===== src/rtl/mem_arbiter_rr.sv =====
// N-channel memory request arbiter onto a single bus master port.
// One transaction in flight; the response is routed back to the owning channel and can be flushed.
module mem_arbiter_rr #(
  parameter int NUM_CH     = 2,
  parameter int ADDR_W     = 64,
  parameter int DATA_W     = 64,
  parameter int ID_W       = 4,
  parameter int FIXED_PRIO = 0
) (
  input  logic                     clock,
  input  logic                     reset,
  input  logic [NUM_CH-1:0]        req_valid,
  output logic [NUM_CH-1:0]        req_ready,
  input  logic [NUM_CH*ADDR_W-1:0] req_addr,
  input  logic [NUM_CH*DATA_W-1:0] req_wdata,
  input  logic [NUM_CH*2-1:0]      req_size,
  input  logic [NUM_CH-1:0]        req_wr,
  input  logic [NUM_CH-1:0]        flush,
  output logic [NUM_CH-1:0]        rsp_valid,
  input  logic [NUM_CH-1:0]        rsp_ready,
  output logic [DATA_W-1:0]        rsp_data,
  output logic                     bus_valid,
  input  logic                     bus_ready,
  output logic [ADDR_W-1:0]        bus_addr,
  output logic [DATA_W-1:0]        bus_wdata,
  output logic [1:0]               bus_size,
  output logic                     bus_wr,
  output logic [ID_W-1:0]          bus_id,
  input  logic                     bus_rsp_valid,
  input  logic [ID_W-1:0]          bus_rsp_id,
  input  logic [DATA_W-1:0]        bus_rsp_data,
  output logic                     err_id
);
  localparam int PTR_W = (NUM_CH > 1) ? $clog2(NUM_CH) : 1;

  typedef enum logic [1:0] {S_IDLE, S_ADDR, S_WAIT, S_RESP} state_t;
  state_t state, state_d;

  logic [PTR_W-1:0]  ptr;
  logic              drop;
  logic [NUM_CH-1:0] own;        // one-hot owner of the in-flight transaction
  logic [NUM_CH-1:0] req_eff;
  logic [NUM_CH-1:0] grant;
  logic [PTR_W-1:0]  win;
  logic              any_req;
  logic              accept;
  logic              flush_own;
  logic              rsp_hit;
  int                idx;

  // Flushed channels are removed from arbitration so another requester can win.
  always_comb begin
    req_eff = req_valid & ~flush;
    any_req = |req_eff;
    win     = '0;
    grant   = '0;
    idx     = 0;
    if (FIXED_PRIO != 0) begin
      for (int i = 0; i < NUM_CH; i++)
        if (req_eff[i]) win = PTR_W'(i);
    end else begin
      // Descending scan so the channel closest to ptr is assigned last and wins.
      for (int k = NUM_CH - 1; k >= 0; k--) begin
        idx = int'(ptr) + k;
        if (idx >= NUM_CH) idx = idx - NUM_CH;
        if (req_eff[idx]) win = PTR_W'(idx);
      end
    end
    grant[win] = any_req;
  end

  assign accept    = (state == S_IDLE) && any_req;
  assign req_ready = (state == S_IDLE) ? grant : '0;
  assign flush_own = |(flush & own);
  assign rsp_hit   = bus_rsp_valid && (state == S_WAIT) && (bus_rsp_id == bus_id);
  assign bus_valid = (state == S_ADDR);
  assign rsp_valid = (state == S_RESP) ? (own & ~flush) : '0;

  always_ff @(posedge clock or negedge reset) begin
    if (!reset) state <= S_IDLE;
    else        state <= state_d;
  end

  always_comb begin
    state_d = state;
    case (state)
      S_IDLE: if (any_req) state_d = S_ADDR;
      S_ADDR: if (bus_ready) state_d = S_WAIT;
      S_WAIT: if (rsp_hit) state_d = (drop || flush_own) ? S_IDLE : S_RESP;
      S_RESP: if (flush_own || |(rsp_ready & own)) state_d = S_IDLE;
      default: state_d = S_IDLE;
    endcase
  end

  always_ff @(posedge clock or negedge reset) begin
    if (!reset) begin
      ptr       <= '0;
      drop      <= 1'b0;
      own       <= '0;
      bus_addr  <= '0;
      bus_wdata <= '0;
      bus_size  <= '0;
      bus_wr    <= 1'b0;
      bus_id    <= '0;
      rsp_data  <= '0;
      err_id    <= 1'b0;
    end else begin
      if (accept) begin
        own       <= grant;
        drop      <= 1'b0;
        bus_addr  <= req_addr[int'(win)*ADDR_W +: ADDR_W];
        bus_wdata <= req_wdata[int'(win)*DATA_W +: DATA_W];
        bus_size  <= req_size[int'(win)*2 +: 2];
        bus_wr    <= req_wr[win];
        bus_id    <= ID_W'(win);
        if (FIXED_PRIO == 0)
          ptr <= (win == PTR_W'(NUM_CH - 1)) ? '0 : win + 1'b1;
      end
      if ((state == S_ADDR || state == S_WAIT) && flush_own) drop <= 1'b1;
      // The bus still completes a flushed transaction; its response is swallowed here.
      if (rsp_hit) begin
        drop <= 1'b0;
        if (!(drop || flush_own)) rsp_data <= bus_rsp_data;
      end
      if (bus_rsp_valid && !rsp_hit) err_id <= 1'b1;
    end
  end
endmodule


===== config.mk =====
export PLATFORM = sky130hd
export DESIGN_NAME = mem_arbiter_rr
export DESIGN_NICKNAME = d
export VERILOG_FILES = /design/src/rtl/mem_arbiter_rr.sv
export SDC_FILE = /design/constraint.sdc
export NUM_CORES = 1
export LEC_CHECK = 0
export CAP_MARGIN = 20
export CORE_AREA = 2 2 211 213
export DETAILED_ROUTE_END_ITERATION = 16
export DIE_AREA = 0 0 213 215
export MAX_ROUTING_LAYER = met4
export SYNTH_ARGS = -nofsm -noshare
export SYNTH_HDL_FRONTEND = slang
export SYNTH_SLANG_ARGS = --single-unit

===== constraint.sdc =====
create_clock -name clock -period 3.7 [get_ports clock]
set_input_delay 1.11 -clock clock [delete_from_list [all_inputs] [get_ports clock]]
set_output_delay 1.11 -clock clock [all_outputs]
set_load 0.01 [all_outputs]

==> flow_summary_export.csv <==
group,metric,value,unit
yosys,synth_edf_count,0,
yosys,synth.avg_cell_area,13.4,sq um
place,dpl_cell_area,0.0147,sq mm
grt,gr-total-overflow,0,
detailed_routing,drt_iter0_drc,299,
place,portBuffers,541,
grt,grt_pass1_vias,8285,
grt,grt_max_degree,113,
floorplanning,dieHeight,215,um
grt,grt_util_met3,0.0368,
timing,maxSlewViolCount,0,
floorplanning,rows,77,
cts,ctsLongestPathBuffers,3,
cts,numCtsBuffers,24,
yosys,yosysSeqAreaShare,0.597,
place,dpl_worst_slack,-182,ps
critical_path,critPathCaptureType,"output pin",
floorplanning,die_area,0.0458,sq mm
cells_and_area,final_net_count,1514,
cts,post-cts-setup-buffers,0,
detailed_routing,drtPass1Iterations,4,
timing,slew-limit-headroom,0.458,
critical_path,cp_slowest_cell,"clkdlybuf4s50_1",
floorplanning,initial_core_util,0.195,
cells_and_area,post-route-util,0.355,
min_path,hp-class,"reg2reg",
timing,hold_violations,0,
yosys,syn_area,0.00851,sq mm
detailed_routing,routed_wl,32800,um
timing,fin_ws,109,ps
floorplanning,die_x,213,um
critical_path,worstSetupPathType,"in2out",
critical_path,crit_arrival,2480,ps
run_status,status,"finished clean",
grt,use_met1,0.165,
detailed_routing,routed-via-count,7610,
detailed_routing,post-route-drc-count,0,
yosys,synth_area_leader_cell,"dfrtp_1",
timing,tightestPinTransition,812,ps
critical_path,cp.required,2590,ps
grt,grt_most_used_layer,"met2",
yosys,synth_most_common_cell,"dfrtp_1",
cts,cts_tree,"built",
flow_run,drv_cap,0,
grt,antenna_found_initial,1,
timing,max_freq,278,MHz
cts,postCtsResizedCells,4,
power_and_ir_drop,p_leak,6.57,nW
power_and_ir_drop,powerDensity,681,mW/mm^2
yosys,yosysWarnings,0,
timing,rsz0062_at_grt,"false",
place,gp_congestion,0.832,
yosys,netlist_instances,633,
critical_path,worst-path-max-fanout,3,
cells_and_area,drive_gt1_frac,0.0599,
grt,grt_util_all_layers,0.141,
cts,clock_latency,520,ps
critical_path,critPathLaunchType,"input port",
detailed_routing,viasPerCell,4.28,
floorplanning,ios,545,
grt,use_met2,0.237,
timing,finalClockSkew,7.89,ps
cts,cts.clk_slew.worst_paths,50,ps
cells_and_area,area_growth,82.3,%
yosys,async_reset_ff_frac,1.00,
timing,finalCritPeriodShare,0.971,
yosys,synthTopCellsByArea,"dfrtp_1, a221o_1, and2_1, mux2_1, buf_2",
yosys,yosysTopAreaCellShare,0.597,
cts,cts.sinks,203,
yosys,ys_types,32,
floorplanning,core-area,0.0436,sq mm
cts,h-tree-depth,1,
timing,fin_crit,3590,ps
critical_path,cp_top_family,"buffers and inverters",
critical_path,crit_buf_inv,3,
critical_path,cp_slowest_stage_delay,410,ps
power_and_ir_drop,irDropWorstVdd,0.361,mV
detailed_routing,drt-wirelength-per-cell,18.5,um
critical_path,crit_chain,"clkdlybuf4s50_1 -> nor2b_2 -> buf_4 -> a21boi_4 -> and2_4 -> dlygate4sd2_1",
yosys,ys_ff_latch,203,
place,dpl.hpwl,24200,um
cells_and_area,final_area,0.0155,sq mm
yosys,synth_flop_cell,"dfrtp_1",
cts,cts_root_buffer,"clkbuf_16",
cts,holdBufCountCts,0,
cells_and_area,antenna_cells,0,
detailed_routing,drtAntennaViolNets,0,
timing,setup_violations,0,
yosys,synth_common_cells,"dfrtp_1, and2_1, a221o_1, mux2_1, clkbuf_1",
critical_path,reg2reg_slack,1140,ps
grt,grt_first_pass_wirelength,48500,um
==> area by class of cell <==
cell class	count	area, sq um
clock buffer	36	737
clock inverter	6	80.1
fill	4347	28100
inverter	6	22.5
multi-input combinational	373	3210
sequential	203	5080
tap	592	741
timing repair buffer	561	5640
==> registers in the layout (all words and copies together), names as in the netlist <==
name,count
bus_addr,64
bus_wdata,64
rsp_data,64
bus_size,2
own,2
state,2
bus_id,1
bus_wr,1
drop,1
err_id,1
ptr,1
==> cell usage in the layout, fill, tap and decap left out, types with 2 or more instances in the layout <==
cell and n:
a21o_1 3, clkdlybuf4s50_1 538, and2_1 127, nor2_1 2
o21ai_0 5, conb_1 3, clkbuf_16 25, mux2i_1 4
ha_1 5, a21oi_1 4, dfrtp_1 203, clkinv_2 4
nor2b_1 2, buf_12 6, clkbuf_8 8, mux2_1 60
nand3_1 3, nor2_4 2, mux2_2 4, dlygate4sd2_1 2
bufinv_16 2, buf_4 14, inv_1 6, a22oi_1 2
a221o_1 127, nand2_1 8, clkbuf_1 4
==> worst reg2reg max path: stages, from the launching register on <==
cell	delay, ps
dfrtp_1	400
inv_1	120
ha_1	280
o21ai_4	100
buf_4	470
buf_4	690
and2_1	330
a221o_1	110
==> where the power goes <==
| part | switching [W] | internal (W) | leakage (nW) | total, W |
|---|---|---|---|---|
| combinational | 0.00184 | 0.00275 | 3.59 | 0.00459 |
| sequential | 0.000475 | 0.00307 | 2.57 | 0.00355 |
| clock | 0.000926 | 0.00150 | 0.407 | 0.00243 |
| total | 0.00324 | 0.00733 | 6.57 | 0.0106 |
==> stage by stage <==
step                      power (W)  hold slack [ps]  cells  TNS (ps)
final                        0.0106              465   1777         0
after global routing         0.0112              480   1777         0
after CTS                    0.0107              466   1777         0
after detailed placement    0.00819              453   1735      -290
after global placement      0.00814              446   1735      -376
after floorplan             0.00551              491    635         0
==> cell families after synthesis <==
logic type | after synthesis | share of synthesized area
simple gates | 148 | 0.108
compound gates | 148 | 0.166
flops | 203 | 0.597
mux | 68 | 0.0894
other cells | 1 | 0.000441
fa+ha+maj | 5 | 0.00735
xor+xnor | 1 | 0.00103
buf+inv | 59 | 0.0307
==> layer usage <==
| metal | wire (um) | up-vias |
|---|---|---|
| met5 | 0 | - |
| met4 | 767 | 0 |
| met3 | 2990 | 48 |
| met2 | 15700 | 388 |
| met1 | 13400 | 3734 |
| li1 | - | 3440 |
==> final timing paths <==
path / startpoint / end / cells after the start
hold reg to reg: err_id$_DFFE_PN0P_ / err_id$_DFFE_PN0P_ / 1
min in group asynchronous: reset / bus_wdata[21]$_DFFE_PN0P_ / 1
setup reg to reg: state[0]$_DFFE_PN0P_ / bus_addr[3]$_DFFE_PN0P_ / 7
max in group asynchronous: reset / bus_wdata[37]$_DFFE_PN0P_ / 2
hold / removal: err_id$_DFFE_PN0P_ / err_id$_DFFE_PN0P_ / 1
setup / recovery: req_valid[0] / req_ready[1] / 6
No activity file was read; power rests on OpenSTA's default activity.
